## config.mk

```make
export PLATFORM = sky130hd
export DESIGN_NAME = vga_pgen_param_flat
export DESIGN_NICKNAME = d
export VERILOG_FILES = /design/src/rtl/vga_pgen_param_if.sv /design/src/rtl/vga_pgen_param.sv /design/src/flat_wrapper.sv
export SDC_FILE = /design/constraint.sdc
export NUM_CORES = 1
export LEC_CHECK = 0
export BUFFER_PORTS_ARGS = -buffer_cell sky130_fd_sc_hd__buf_4
export CORE_MARGIN = 3
export CORE_UTILIZATION = 38
export CTS_CLUSTER_SIZE = 24
export DETAILED_ROUTE_END_ITERATION = 8
export SLEW_MARGIN = 15
export SYNTH_ARGS = -nofsm -noshare
export SYNTH_HDL_FRONTEND = slang
export SYNTH_SLANG_ARGS = --single-unit
```

## constraint.sdc

```tcl
create_clock -name pclk_i -period 11.61 [get_ports pclk_i]
set_input_delay 1.161 -clock pclk_i [delete_from_list [all_inputs] [get_ports pclk_i]]
set_output_delay 1.161 -clock pclk_i [all_outputs]
set_load 0.02 [all_outputs]
```

## src/rtl/vga_pgen_param_if.sv

```systemverilog
// Line-FIFO read port between the pixel generator and the line FIFO.
interface vga_pgen_param_if #(
    parameter int unsigned CDW = 8
) ();
    logic [3*CDW-1:0] fifo_q;
    logic             fifo_empty;
    logic             fifo_rreq;

    // Pixel generator side: issues pops, receives data one cycle later.
    modport master (
        output fifo_rreq,
        input  fifo_q,
        input  fifo_empty
    );

    // FIFO side.
    modport slave (
        input  fifo_rreq,
        output fifo_q,
        output fifo_empty
    );
endinterface

```

## src/rtl/vga_pgen_param.sv

```systemverilog
// Pixel generator: horizontal/vertical timing FSMs, line-FIFO pops, colour-mode
// formatting and registered RGB/sync/blank outputs. Three stages: FSM state (0),
// FIFO data capture/format (1), output registers (2).
module vga_pgen_param #(
    parameter int unsigned CDW = 8,
    parameter int unsigned HW  = 12,
    parameter int unsigned VW  = 11
) (
    input  logic              pclk_i,
    input  logic              nrst_i,
    input  logic              ctrl_ven,
    input  logic [1:0]        ctrl_mode,
    input  logic              ctrl_hsyncl,
    input  logic              ctrl_vsyncl,
    input  logic              ctrl_blankl,
    input  logic [HW-1:0]     thsync,
    input  logic [HW-1:0]     thgdel,
    input  logic [HW-1:0]     thgate,
    input  logic [HW-1:0]     thlen,
    input  logic [VW-1:0]     tvsync,
    input  logic [VW-1:0]     tvgdel,
    input  logic [VW-1:0]     tvgate,
    input  logic [VW-1:0]     tvlen,
    vga_pgen_param_if.master  fifo,
    output logic [CDW-1:0]    r_o,
    output logic [CDW-1:0]    g_o,
    output logic [CDW-1:0]    b_o,
    output logic              hsync_o,
    output logic              vsync_o,
    output logic              blank_o,
    output logic              eol_o,
    output logic              eof_o,
    output logic              underrun_o,
    input  logic              underrun_clr
);

    localparam logic [1:0] H_SYNC  = 2'd0;
    localparam logic [1:0] H_BACK  = 2'd1;
    localparam logic [1:0] H_ACT   = 2'd2;
    localparam logic [1:0] H_FRONT = 2'd3;

    localparam logic [1:0] V_SYNC  = 2'd0;
    localparam logic [1:0] V_BACK  = 2'd1;
    localparam logic [1:0] V_ACT   = 2'd2;
    localparam logic [1:0] V_FRONT = 2'd3;

    localparam logic [1:0] MODE_GREY = 2'b01;
    localparam logic [1:0] MODE_DBL  = 2'b10;

    // Stage 0 state
    logic          ven_q;
    logic [1:0]    hstate_q, hstate_d;
    logic [HW-1:0] hcnt_q, hcnt_d;
    logic [1:0]    vstate_q, vstate_d;
    logic [VW-1:0] vcnt_q, vcnt_d;
    logic          phase_q, phase_d;
    logic [1:0]    mode_q, mode_d;
    logic          underrun_q, underrun_d;

    // Stage 1 state
    logic             s1_act_q, s1_hs_q, s1_vs_q;
    logic             s1_slot_q, s1_pop_q, s1_rep_q;
    logic [3*CDW-1:0] hold_q, hold_d;
    logic [3*CDW-1:0] pix_s1;

    // Front-porch lengths; a non-positive result clamps to a single cycle
    logic [HW+1:0] hf_len;
    logic [HW-1:0] hf_last;
    logic [VW+1:0] vf_len;
    logic [VW-1:0] vf_last;

    assign hf_len  = {2'b00, thlen} - {2'b00, thsync} - {2'b00, thgdel} - {2'b00, thgate}
                   - (HW+2)'(2);
    assign hf_last = (hf_len[HW+1] || (hf_len == '0)) ? '0 : (hf_len[HW-1:0] - HW'(1));
    assign vf_len  = {2'b00, tvlen} - {2'b00, tvsync} - {2'b00, tvgdel} - {2'b00, tvgate}
                   - (VW+2)'(2);
    assign vf_last = (vf_len[VW+1] || (vf_len == '0)) ? '0 : (vf_len[VW-1:0] - VW'(1));

    logic [HW-1:0] h_lim;
    logic [VW-1:0] v_lim;
    logic          h_end, v_end;

    // Last count of the current horizontal and vertical state
    always_comb begin
        h_lim = hf_last;
        unique case (hstate_q)
            H_SYNC:  h_lim = thsync;
            H_BACK:  h_lim = thgdel;
            H_ACT:   h_lim = thgate;
            default: h_lim = hf_last;
        endcase
        v_lim = vf_last;
        unique case (vstate_q)
            V_SYNC:  v_lim = tvsync;
            V_BACK:  v_lim = tvgdel;
            V_ACT:   v_lim = tvgate;
            default: v_lim = vf_last;
        endcase
    end

    assign h_end = (hcnt_q == h_lim);
    assign v_end = (vcnt_q == v_lim);

    logic active, ihsync, ivsync, dbl, slot, under_set;

    assign active    = ven_q && (hstate_q == H_ACT) && (vstate_q == V_ACT);
    assign ihsync    = ven_q && (hstate_q == H_SYNC);
    assign ivsync    = ven_q && (vstate_q == V_SYNC);
    assign dbl       = (mode_q == MODE_DBL);
    assign slot      = active && (!dbl || !phase_q);
    assign under_set = slot && fifo.fifo_empty;

    assign fifo.fifo_rreq = slot && !fifo.fifo_empty;
    assign eol_o          = ven_q && (hstate_q == H_FRONT) && h_end;
    assign eof_o          = eol_o && (vstate_q == V_FRONT) && v_end;
    assign underrun_o     = underrun_q;

    // Timing FSMs, phase, frame-latched mode and sticky underrun next state
    always_comb begin
        hstate_d   = hstate_q;
        hcnt_d     = hcnt_q;
        vstate_d   = vstate_q;
        vcnt_d     = vcnt_q;
        phase_d    = 1'b0;
        mode_d     = mode_q;
        underrun_d = underrun_q;

        // Held at the frame origin until enable has been seen for one edge
        if (!ctrl_ven || !ven_q) begin
            hstate_d = H_SYNC;
            hcnt_d   = '0;
            vstate_d = V_SYNC;
            vcnt_d   = '0;
        end else begin
            if (h_end) begin
                hstate_d = hstate_q + 2'd1;
                hcnt_d   = '0;
            end else begin
                hcnt_d = hcnt_q + HW'(1);
            end
            if (eol_o) begin
                if (v_end) begin
                    vstate_d = vstate_q + 2'd1;
                    vcnt_d   = '0;
                end else begin
                    vcnt_d = vcnt_q + VW'(1);
                end
            end
            phase_d = active ? !phase_q : 1'b0;
        end

        if ((ctrl_ven && !ven_q) || eof_o) begin
            mode_d = ctrl_mode;
        end

        // Set has priority over clear
        if (under_set) begin
            underrun_d = 1'b1;
        end else if (underrun_clr) begin
            underrun_d = 1'b0;
        end
    end

    // Stage 0 registers
    always_ff @(posedge pclk_i or negedge nrst_i) begin
        if (!nrst_i) begin
            ven_q      <= 1'b0;
            hstate_q   <= H_SYNC;
            hcnt_q     <= '0;
            vstate_q   <= V_SYNC;
            vcnt_q     <= '0;
            phase_q    <= 1'b0;
            mode_q     <= 2'b00;
            underrun_q <= 1'b0;
        end else begin
            ven_q      <= ctrl_ven;
            hstate_q   <= hstate_d;
            hcnt_q     <= hcnt_d;
            vstate_q   <= vstate_d;
            vcnt_q     <= vcnt_d;
            phase_q    <= phase_d;
            mode_q     <= mode_d;
            underrun_q <= underrun_d;
        end
    end

    // Stage 1 pixel: popped word formatted, repeated word in doubling mode, else 0
    always_comb begin
        pix_s1 = '0;
        if (s1_pop_q) begin
            if (mode_q == MODE_GREY) begin
                pix_s1 = {3{fifo.fifo_q[CDW-1:0]}};
            end else begin
                pix_s1 = fifo.fifo_q;
            end
        end else if (s1_rep_q) begin
            pix_s1 = hold_q;
        end
        // An underrun slot stores 0 so its repeated pixel is also 0
        hold_d = s1_slot_q ? pix_s1 : hold_q;
    end

    // Stage 1 registers; a falling enable drops whatever stage 0 was issuing
    always_ff @(posedge pclk_i or negedge nrst_i) begin
        if (!nrst_i) begin
            s1_act_q  <= 1'b0;
            s1_hs_q   <= 1'b0;
            s1_vs_q   <= 1'b0;
            s1_slot_q <= 1'b0;
            s1_pop_q  <= 1'b0;
            s1_rep_q  <= 1'b0;
            hold_q    <= '0;
        end else begin
            s1_act_q  <= active && ctrl_ven;
            s1_hs_q   <= ihsync && ctrl_ven;
            s1_vs_q   <= ivsync && ctrl_ven;
            s1_slot_q <= slot && ctrl_ven;
            s1_pop_q  <= fifo.fifo_rreq && ctrl_ven;
            s1_rep_q  <= active && dbl && phase_q && ctrl_ven;
            hold_q    <= hold_d;
        end
    end

    // Stage 2 output registers with polarity applied
    always_ff @(posedge pclk_i or negedge nrst_i) begin
        if (!nrst_i) begin
            r_o     <= '0;
            g_o     <= '0;
            b_o     <= '0;
            hsync_o <= 1'b0;
            vsync_o <= 1'b0;
            blank_o <= 1'b0;
        end else begin
            r_o     <= pix_s1[3*CDW-1:2*CDW];
            g_o     <= pix_s1[2*CDW-1:CDW];
            b_o     <= pix_s1[CDW-1:0];
            hsync_o <= s1_hs_q ^ ctrl_hsyncl;
            vsync_o <= s1_vs_q ^ ctrl_vsyncl;
            blank_o <= !s1_act_q ^ ctrl_blankl;
        end
    end

endmodule

```

## src/flat_wrapper.sv

```systemverilog
// flat-port wrapper written by rule: the top's interface ports become plain ports
module vga_pgen_param_flat 
#(
    parameter int unsigned CDW = 8,
    parameter int unsigned HW  = 12,
    parameter int unsigned VW  = 11
)
  (pclk_i, nrst_i, ctrl_ven, ctrl_mode, ctrl_hsyncl, ctrl_vsyncl, ctrl_blankl, thsync, thgdel, thgate, thlen, tvsync, tvgdel, tvgate, tvlen, r_o, g_o, b_o, hsync_o, vsync_o, blank_o, eol_o, eof_o, underrun_o, underrun_clr, fifo_fifo_rreq, fifo_fifo_q, fifo_fifo_empty);
  vga_pgen_param_if #(.CDW(CDW)) fifo_i ();
  input  logic pclk_i;
  input  logic nrst_i;
  input  logic ctrl_ven;
  input  logic [1:0] ctrl_mode;
  input  logic ctrl_hsyncl;
  input  logic ctrl_vsyncl;
  input  logic ctrl_blankl;
  input  logic [HW-1:0] thsync;
  input  logic [HW-1:0] thgdel;
  input  logic [HW-1:0] thgate;
  input  logic [HW-1:0] thlen;
  input  logic [VW-1:0] tvsync;
  input  logic [VW-1:0] tvgdel;
  input  logic [VW-1:0] tvgate;
  input  logic [VW-1:0] tvlen;
  output logic [CDW-1:0] r_o;
  output logic [CDW-1:0] g_o;
  output logic [CDW-1:0] b_o;
  output logic hsync_o;
  output logic vsync_o;
  output logic blank_o;
  output logic eol_o;
  output logic eof_o;
  output logic underrun_o;
  input  logic underrun_clr;
  output wire logic [$bits(fifo_i.fifo_rreq)-1:0] fifo_fifo_rreq;
  input wire logic [$bits(fifo_i.fifo_q)-1:0] fifo_fifo_q;
  input wire logic [$bits(fifo_i.fifo_empty)-1:0] fifo_fifo_empty;
  assign fifo_fifo_rreq = fifo_i.fifo_rreq;
  assign fifo_i.fifo_q = fifo_fifo_q;
  assign fifo_i.fifo_empty = fifo_fifo_empty;
  vga_pgen_param #(.CDW(CDW), .HW(HW), .VW(VW)) u_core (.pclk_i(pclk_i), .nrst_i(nrst_i), .ctrl_ven(ctrl_ven), .ctrl_mode(ctrl_mode), .ctrl_hsyncl(ctrl_hsyncl), .ctrl_vsyncl(ctrl_vsyncl), .ctrl_blankl(ctrl_blankl), .thsync(thsync), .thgdel(thgdel), .thgate(thgate), .thlen(thlen), .tvsync(tvsync), .tvgdel(tvgdel), .tvgate(tvgate), .tvlen(tvlen), .fifo(fifo_i), .r_o(r_o), .g_o(g_o), .b_o(b_o), .hsync_o(hsync_o), .vsync_o(vsync_o), .blank_o(blank_o), .eol_o(eol_o), .eof_o(eof_o), .underrun_o(underrun_o), .underrun_clr(underrun_clr));
endmodule
```

# After elaboration in Yosys (flattened, before gate mapping)
# Cells that the tools add are included.
dict set report word_totals {
  reg_bits 89
  in_bits 126
  output_inout_bits 31
}
dict set report classes {
  add_sub_neg 14
  eq_ne 10
  mux 21
  bitwise 3
  n_reduce_logical 40
}
# op count
set ops {}
lappend ops {{$mux 24} 3}
lappend ops {{$mux 11} 4}
lappend ops {{$mux 12} 3}
lappend ops {{$pmux 12 s3} 1}
lappend ops {{$pmux 11 s3} 1}
lappend ops {{$sub 14x12->14} 2}
lappend ops {{$sub 13x11->13} 2}
lappend ops {{$logic_and 1x1->1} 20}
lappend ops {{$logic_not 14->1} 1}
lappend ops {{$sub 14x2->14 const B} 1}
lappend ops {{$logic_not 13->1} 1}
lappend ops {{$sub 12x12->13} 1}
lappend ops {{$sub 13x2->13 const B} 1}
lappend ops {{$add 12x1->12 const B} 1}
lappend ops {{$eq 12x12->1} 1}
lappend ops {{$sub 11x11->12} 1}
lappend ops {{$sub 12x1->12 const B} 1}
lappend ops {{$add 11x1->11 const B} 1}
lappend ops {{$eq 11x11->1} 1}
lappend ops {{$sub 11x1->11 const B} 1}
lappend ops {{$eq 2x2->1 const B} 5}
lappend ops {{$mux 2} 5}
lappend ops {{$reduce_bool 2->1} 4}
lappend ops {{$eq 2x1->1 const B} 3}
lappend ops {{7 further kinds} 23}

# Depth between registers and ports, before layout
# Gate-level depths: netlist of the first run.
dict set report depth {
  word_depth 13
  depth_mapped 28
}

# Worst setup path after synthesis of the first run
# Ideal clock, no wire load.
dict set report synth_timing {
  path_kind {input port to output port}
  from {input port thsync[1]}
  to {output port eof_o}
  t_arrival_ns 6.802
  slack_ns 3.647
  cell_stages 26
  cell_sequence {inv_1 ha_1 nor2b_1 o21ai_0 a21boi_0 o21ai_0 a21boi_0 o21ai_0 nand2b_1 a21o_1 a21o_1 a31oi_1 xnor2_1 fa_1 ha_1 a211oi_1 o21ai_0 a21oi_1 o211a_1 nor3_2 and2_1 o31a_1 and2_1 or4_1 or3_1 nor3_1}
}
dict set report synth_between {
  elab_chain_cells 12
  elab_cells_between_ends 13
  classes_between {5 x add/sub; 1 x eq/ne; 2 x mux; 5 x reduce/logical}
}
# element line
set synth_rtl {}
lappend synth_rtl {{from (decl)} flat_wrapper.sv:17} ;# input logic [HW-1:0] thsync;
lappend synth_rtl {{parallel branches: the longest is 7 deep, another holds $sub 14x12->14} --}
lappend synth_rtl {{$pmux 12 s3 (*)} vga_pgen_param.sv:86} ;# unique case (hstate_q)
lappend synth_rtl {{$eq 12x12->1 (*)} vga_pgen_param.sv:101} ;# assign h_end = (hcnt_q == h_lim);
lappend synth_rtl {{$logic_and 1x1->1 (*)} vga_pgen_param.sv:114} ;# assign eol_o = ven_q && (hstate_q == H_FRONT) && h_end;
lappend synth_rtl {{$logic_and 1x1->1 (*) (2 in series)} vga_pgen_param.sv:115} ;# assign eof_o = eol_o && (vstate_q == V_FRONT) && v_end;
lappend synth_rtl {{to (decl)} flat_wrapper.sv:32} ;# output logic eof_o;
# Every way passes the cells marked *.

# Worst setup path after layout of the first run
# Ends and elaborated chain as after synthesis.

==> results of run 1 <==
worst max-delay path by stage:
| stage | depth (start not counted) | end |
|---|---|---|
| 2_1_floorplan | 26 | eof_o |
| 3_3_place_gp | 28 | eof_o |
| 6_report | 28 | eof_o |
| 5_1_grt | 28 | eof_o |
| 3_5_place_dp | 28 | eof_o |
| 4_1_cts | 28 | eof_o |
sequential cells by signal, summed over array words and instances (netlist names), 2 cells and up:
name,flops
u_core.hold_q,24
u_core.hcnt_q,12
u_core.vcnt_q,11
u_core.b_o,8
u_core.g_o,8
u_core.r_o,8
u_core.hstate_q,2
u_core.mode_q,2
u_core.vstate_q,2
cells in the final DEF (no fill, tap or decap), types with 9 or more instances in the layout:
master	instances
o21ai_0	36
a21o_1	18
a21oi_1	37
a22o_1	24
inv_1	108
clkbuf_16	9
xor2_1	26
nand2b_1	14
nand3_1	32
a222oi_1	21
fa_1	27
mux2_2	25
dfrtp_1	89
and2_1	11
nor2_1	69
nand2_1	95
a211oi_1	17
xnor2_1	35
o211ai_1	20
o21ai_1	9
nor3_1	15
and3_1	22
buf_4	159
ha_1	60
o21a_1	12
nand4_1	13
cell type report:
type / instances / area, sq um
clock buffer: 9 / 225.2
tap: 313 / 391.6
clock inverter: 7 / 101.3
sequential: 89 / 2227
fill: 2262 / 12240
multi-input combinational: 810 / 6132
timing repair buffer: 159 / 1194
inverter: 108 / 405.4
kinds of logic (layout without fill, tap and decap cells):
group | after synthesis | count (layout) | synth area share [%]
AO/OA/AOI/OAI | 301 | 301 | 25.53
XOR/XNOR | 61 | 61 | 5.958
adder cells (fa/ha/maj) | 87 | 87 | 14.40
buffers and inverters | 153 | 283 | 6.781
flip-flops | 89 | 89 | 24.84
multiplexers | 29 | 29 | 3.586
AND/OR/NAND/NOR | 332 | 332 | 18.91
power by group:
group | total (mW) | switching [mW] | internal (mW)
Sequential | 0.315 | 0.00277 | 0.313
Combinational | 0.732 | 0.441 | 0.291
Clock | 0.317 | 0.126 | 0.190
Total | 1.36 | 0.570 | 0.794
per-layer routing:
metal	share of wire, %	GRT usage, %
met1	48	27.44
met2	45	31.07
met3	6.1	2.750
met4	1.1	4.178
met5	0	0
metrics by stage:
step	instance area (sq um)	utilization, %	hold WS [ns]	total power, mW	worst slack (ns)
2_1_floorplan	8967	-	0.4037	0.8765	3.647
3_3_place_gp	10350	45.17	0.4257	1.041	2.915
3_5_place_dp	10350	45.17	0.4241	1.044	2.818
4_1_cts	10680	46.59	0.4334	1.366	2.787
5_1_grt	10680	46.59	0.4598	1.463	2.250
6_report	10680	46.59	0.4329	1.364	2.726
==> flow_summary.toml, run 1 <==
[die]
die_h_microns = 159.6
fp-row-count = 55
core_sq_mm = 0.02292
initial_core_util_pct = 39.13
die_width_microns = 159.6
dieArea_sq_mm = 0.02548
io_pins = 157

[sta]
rsz0062_at_grt = "false"
slew_violations = 0
fin_crit_ns = 8.884
tightest_slew_ns = 1.124
fin_crit_sh_pct = 76.52
clock_skew_ns = 0.009200
finalHoldViolCount = 0
tns_ns = 0
timing.slew.headroom_pct = 25.04
setup_viol = 0
clock.fmax_mhz = 112.6

[routing]
drt_iter0_markers = 650
viasPerCell = 5.635
wirelength_microns = 24780
drt_first_pass_iters = 6
vias = 8424
drc = 0
ant_nets = 0
wl_per_cell_microns = 16.58

[worst_setup_path]
endpoint_kind = "output pin"
arrival_ns = 7.72
r2r-end = "u_core.hcnt_q[9]$_DFF_PN0_"
cp-start-kind = "primary input"
cp-startpoint = "thsync[1]"
rr_startpoint = "u_core.hstate_q[0]$_DFFE_PN0P_"
reg2regPathDepth = 13
critPathMaxStageDelay_ns = 0.48
cp_data_required_time_ns = 10.45
cp.buffers_inverters = 3
crit_path_max_fanout = 8
slowest_stage = "or4_1"
cpMostUsedCell = "o21ai_0"
rrSetupSlack_ns = 7.16
critical_path_class = "primary input to output pin"
path_delay_family = "compound AO/OA/AOI/OAI gates"

[clocking]
ctsRootBufferMaster = "clkbuf_16"
cts_tree = "done"
clockBufferDepth = 2
ctsResizeCount = 0
clock-sinks = 89
post_cts_buffers = 0
hold_buffers = 0
cts_buffers = 9
clk_pin_slew_ns = 0.07
clk-insertion-delay-late_ns = 0.34
cts_htree_levels = 3

[synth]
yosys-top-cells-area = "dfrtp_1 (25%), ha_1 (8.4%), fa_1 (6.0%)"
synth_flop_cell = "dfrtp_1"
netlist_instances = 1052
yosys.cell_count.top_type = "inv_1"
avgSynthCellArea_sq_um = 8.524
synth_top_area_cell = "dfrtp_1"
ys_seq_area_share_pct = 24.84
synth_seq_cells = 89
synth-edff-count = 0
synth_top_cell_area_share_pct = 24.84
netlist_area_sq_mm = 0.008967
synthArstFlopShare_pct = 100.0
ys_types = 89
synth_top_cells_by_count = "inv_1 (108), nand2_1 (95), dfrtp_1 (89), nor2_1 (69), ha_1 (60)"
yosysWarningCount = 0
synth.net_count = 1265

[power_and_ir_drop]
p_per_area_mw_per_mm2 = 127.8
max-vdd-ir-drop_mv = 0.06101
leakagePower_nw = 5.002

[grt]
antenna_found_initial = 0
grt_usage_pct = 19.24
grt_pass1_vias = 8263
grt_max_degree = 59
grt.overflow.total = 0
grt_pass1_wl_microns = 41320

[final_layout]
num_antenna_cells = 0
nNetsFinal = 1390
drive_gt1_share_pct = 19.20
areaGrowthSynthToFinish_pct = 19.06
final_cells = 1495

[placement]
dp.cells = 1479
dp_hpwl_microns = 19520
globalplace.congestion = 0.9355
portBuffers = 156

[outcome]
outcome = "finished, final reports clean"

[hold_path]
hp-class = "register to register"
hold_depth = 1
min_from = "u_core.phase_q$_DFF_PN0_"
min_to = "u_core.phase_q$_DFF_PN0_"

[run]
max_cap_violations = 0
Note: power is estimated with default switching activity, not from simulation.
==> run 2: changes to the inputs <==
==> constraint.sdc (replaced) <==
create_clock -name pclk_i -period 7.71 [get_ports pclk_i]
set_input_delay 0.771 -clock pclk_i [delete_from_list [all_inputs] [get_ports pclk_i]]
set_output_delay 0.771 -clock pclk_i [all_outputs]
set_load 0.02 [all_outputs]
==> flow_summary.toml, run 2 (same netlist as run 1, synthesis figures left out) <==
[outcome]
outcome = "finished, final reports clean"

[power_and_ir_drop]
switchingPower_mw = 0.8864
power_frac_seq_pct = 22.8
leakagePower_nw = 5.076
p_int_mw = 1.198
p_comb_share_pct = 55.5
p_per_area_mw_per_mm2 = 192.3
max-vdd-ir-drop_mv = 0.08424
p_sw_share_pct = 42.52
power_frac_clock_pct = 21.7

[placement]
dp_hpwl_microns = 19610
portBuffers = 156
globalplace.congestion = 0.9192

[final_layout]
final_common_cell = "buf_4"
largest_reg_flops = 24
drive_gt1_share_pct = 21.22
nNetsFinal = 1400
fin_util_pct = 47.29
layout_common_cells = "buf_4 (169), inv_1 (108), nand2_1 (94), dfrtp_1 (89), nor2_1 (69)"
num-fill-cells = 2245
largest_register = "u_core.hold_q"
reg_top3 = "u_core.hold_q x24, u_core.hcnt_q x12, u_core.vcnt_q x11"
num_antenna_cells = 0
areaGrowthSynthToFinish_pct = 20.86

[worst_setup_path]
critPathMaxStageDelay_ns = 0.51
critical_path_class = "primary input to output pin"
endpoint_kind = "output pin"
rrSetupSlack_ns = 3.44
cp_data_required_time_ns = 6.94
rr_startpoint = "u_core.hstate_q[0]$_DFFE_PN0P_"
reg2regPathDepth = 13
slowest_stage = "or4_1"
cp-start-kind = "primary input"
crit_path_max_fanout = 5
arrival_ns = 6.62
r2r-end = "u_core.mode_q[0]$_DFFE_PN0P_"
cpMostUsedCell = "o21ai_1"

[die]
die_h_microns = 159.6
die_width_microns = 159.6
io_pins = 157
dieArea_sq_mm = 0.02548
initial_core_util_pct = 39.13
fp-row-count = 55
core_sq_mm = 0.02292

[sta]
tns_ns = 0
hold_ws_ns = 0.2926
timing.slew.headroom_pct = 24.25
tightest_slew_ns = 1.136
finalHoldViolCount = 0
clock_skew_ns = 0.007668
clock.fmax_mhz = 135.3
fin_crit_sh_pct = 95.87
setup_viol = 0
fin_crit_ns = 7.392
slew_violations = 0

[routing]
wl_per_cell_microns = 16.50
drt_iter0_markers = 500
drt_first_pass_iters = 8
drc = 0
ant_nets = 0
wirelength_microns = 24840
vias = 8355
viasPerCell = 5.551

[grt]
grt_usage_pct = 19.10
grt_pass1_wl_microns = 40970
grt_pass1_vias = 8069
antenna_found_initial = 0
grt_max_degree = 72
grt.overflow.total = 0

[run]
max_cap_violations = 0

[hold_path]
hp-class = "primary input to asynchronous set/reset pin"

[clocking]
clk_pin_slew_ns = 0.06
ctsRootBufferMaster = "clkbuf_16"
clock-sinks = 89
clockBufferDepth = 2
cts_buffers = 9
hold_buffers = 0
cts_htree_levels = 3
clk-insertion-delay-late_ns = 0.34
cts_tree = "done"
[run 2: changes by cell type in the layout (fill, tap and decap cells not counted), sizes merged]
| cell | change |
|---|---|
| clkbuf | +1 |
| buf | +10 |
| bufinv | -1 |
| clkinv | +1 |
| clkinvlp | -2 |
| inv | +1 |
[run 2: per-layer routing]
layer / vias up / part of all wire [%] / GRT usage, %
met5: - / 0 / 0
met4: 0 / 1.2 / 4.735
met3: 15 / 5.3 / 1.997
met2: 260 / 45 / 30.47
met1: 3943 / 49 / 27.79
li1: 4137 / - / -
[run 2: what timing repair did]
item	4_1_cts	5_1_grt
pin swaps	2	5
setup buffers	0	2
gates resized for setup	3	22
setup endpoints to repair	2	2
[run 2: power by group through the flow]
stage	sequential, mW	combinational (mW)	clock (mW)
6_report	0.475	1.16	0.453
5_1_grt	0.475	1.28	0.486
4_1_cts	0.475	1.11	0.468
3_5_place_dp	0.484	1.10	0
3_3_place_gp	0.484	1.10	0
2_1_floorplan	0.483	0.837	0
[run 2: worst max path at each step]
stage / slack, ns / startpoint / endpoint
5_1_grt: -0.02 / thsync[1] / eof_o
3_5_place_dp: -0.13 / thsync[1] / eof_o
3_3_place_gp: 0.06 / thsync[1] / eof_o
2_1_floorplan: 0.53 / thsync[1] / eof_o
4_1_cts: 0.07 / thsync[1] / eof_o
6_report: 0.32 / thsync[1] / eof_o
[run 2: worst max-delay path: cells and delay by family]
| family | cells | cell delay (ns) |
|---|---|---|
| AOI/OAI and AO/OA | 13 | 2.63 |
| and+or+nand+nor | 8 | 1.79 |
| adders and majority gates | 3 | 0.96 |
| buffers and inverters | 3 | 0.30 |
| xor gates and xnor gates | 1 | 0.16 |
[run 2: final cells by class]
cell class              count  area [sq um]  area share, %
multi-input cells         810          6233          57.52
clock inverters             6         72.57         0.6696
flip-flops and latches     89          2227          20.55
well taps                 313         391.6          3.613
repair buffers            169          1269          11.71
inverters                 108         405.4          3.740
clock buffers              10         239.0          2.205
[run 2: through the flow]
step | setup WS [ns] | power, mW | cells | area, sq um
2_1_floorplan | 0.5271 | 1.320 | 1052 | 8967
3_3_place_gp | 0.06280 | 1.579 | 1487 | 10410
3_5_place_dp | -0.1275 | 1.583 | 1487 | 10410
4_1_cts | 0.06658 | 2.051 | 1503 | 10730
5_1_grt | -0.02013 | 2.242 | 1505 | 10840
6_report | 0.3184 | 2.085 | 1505 | 10840
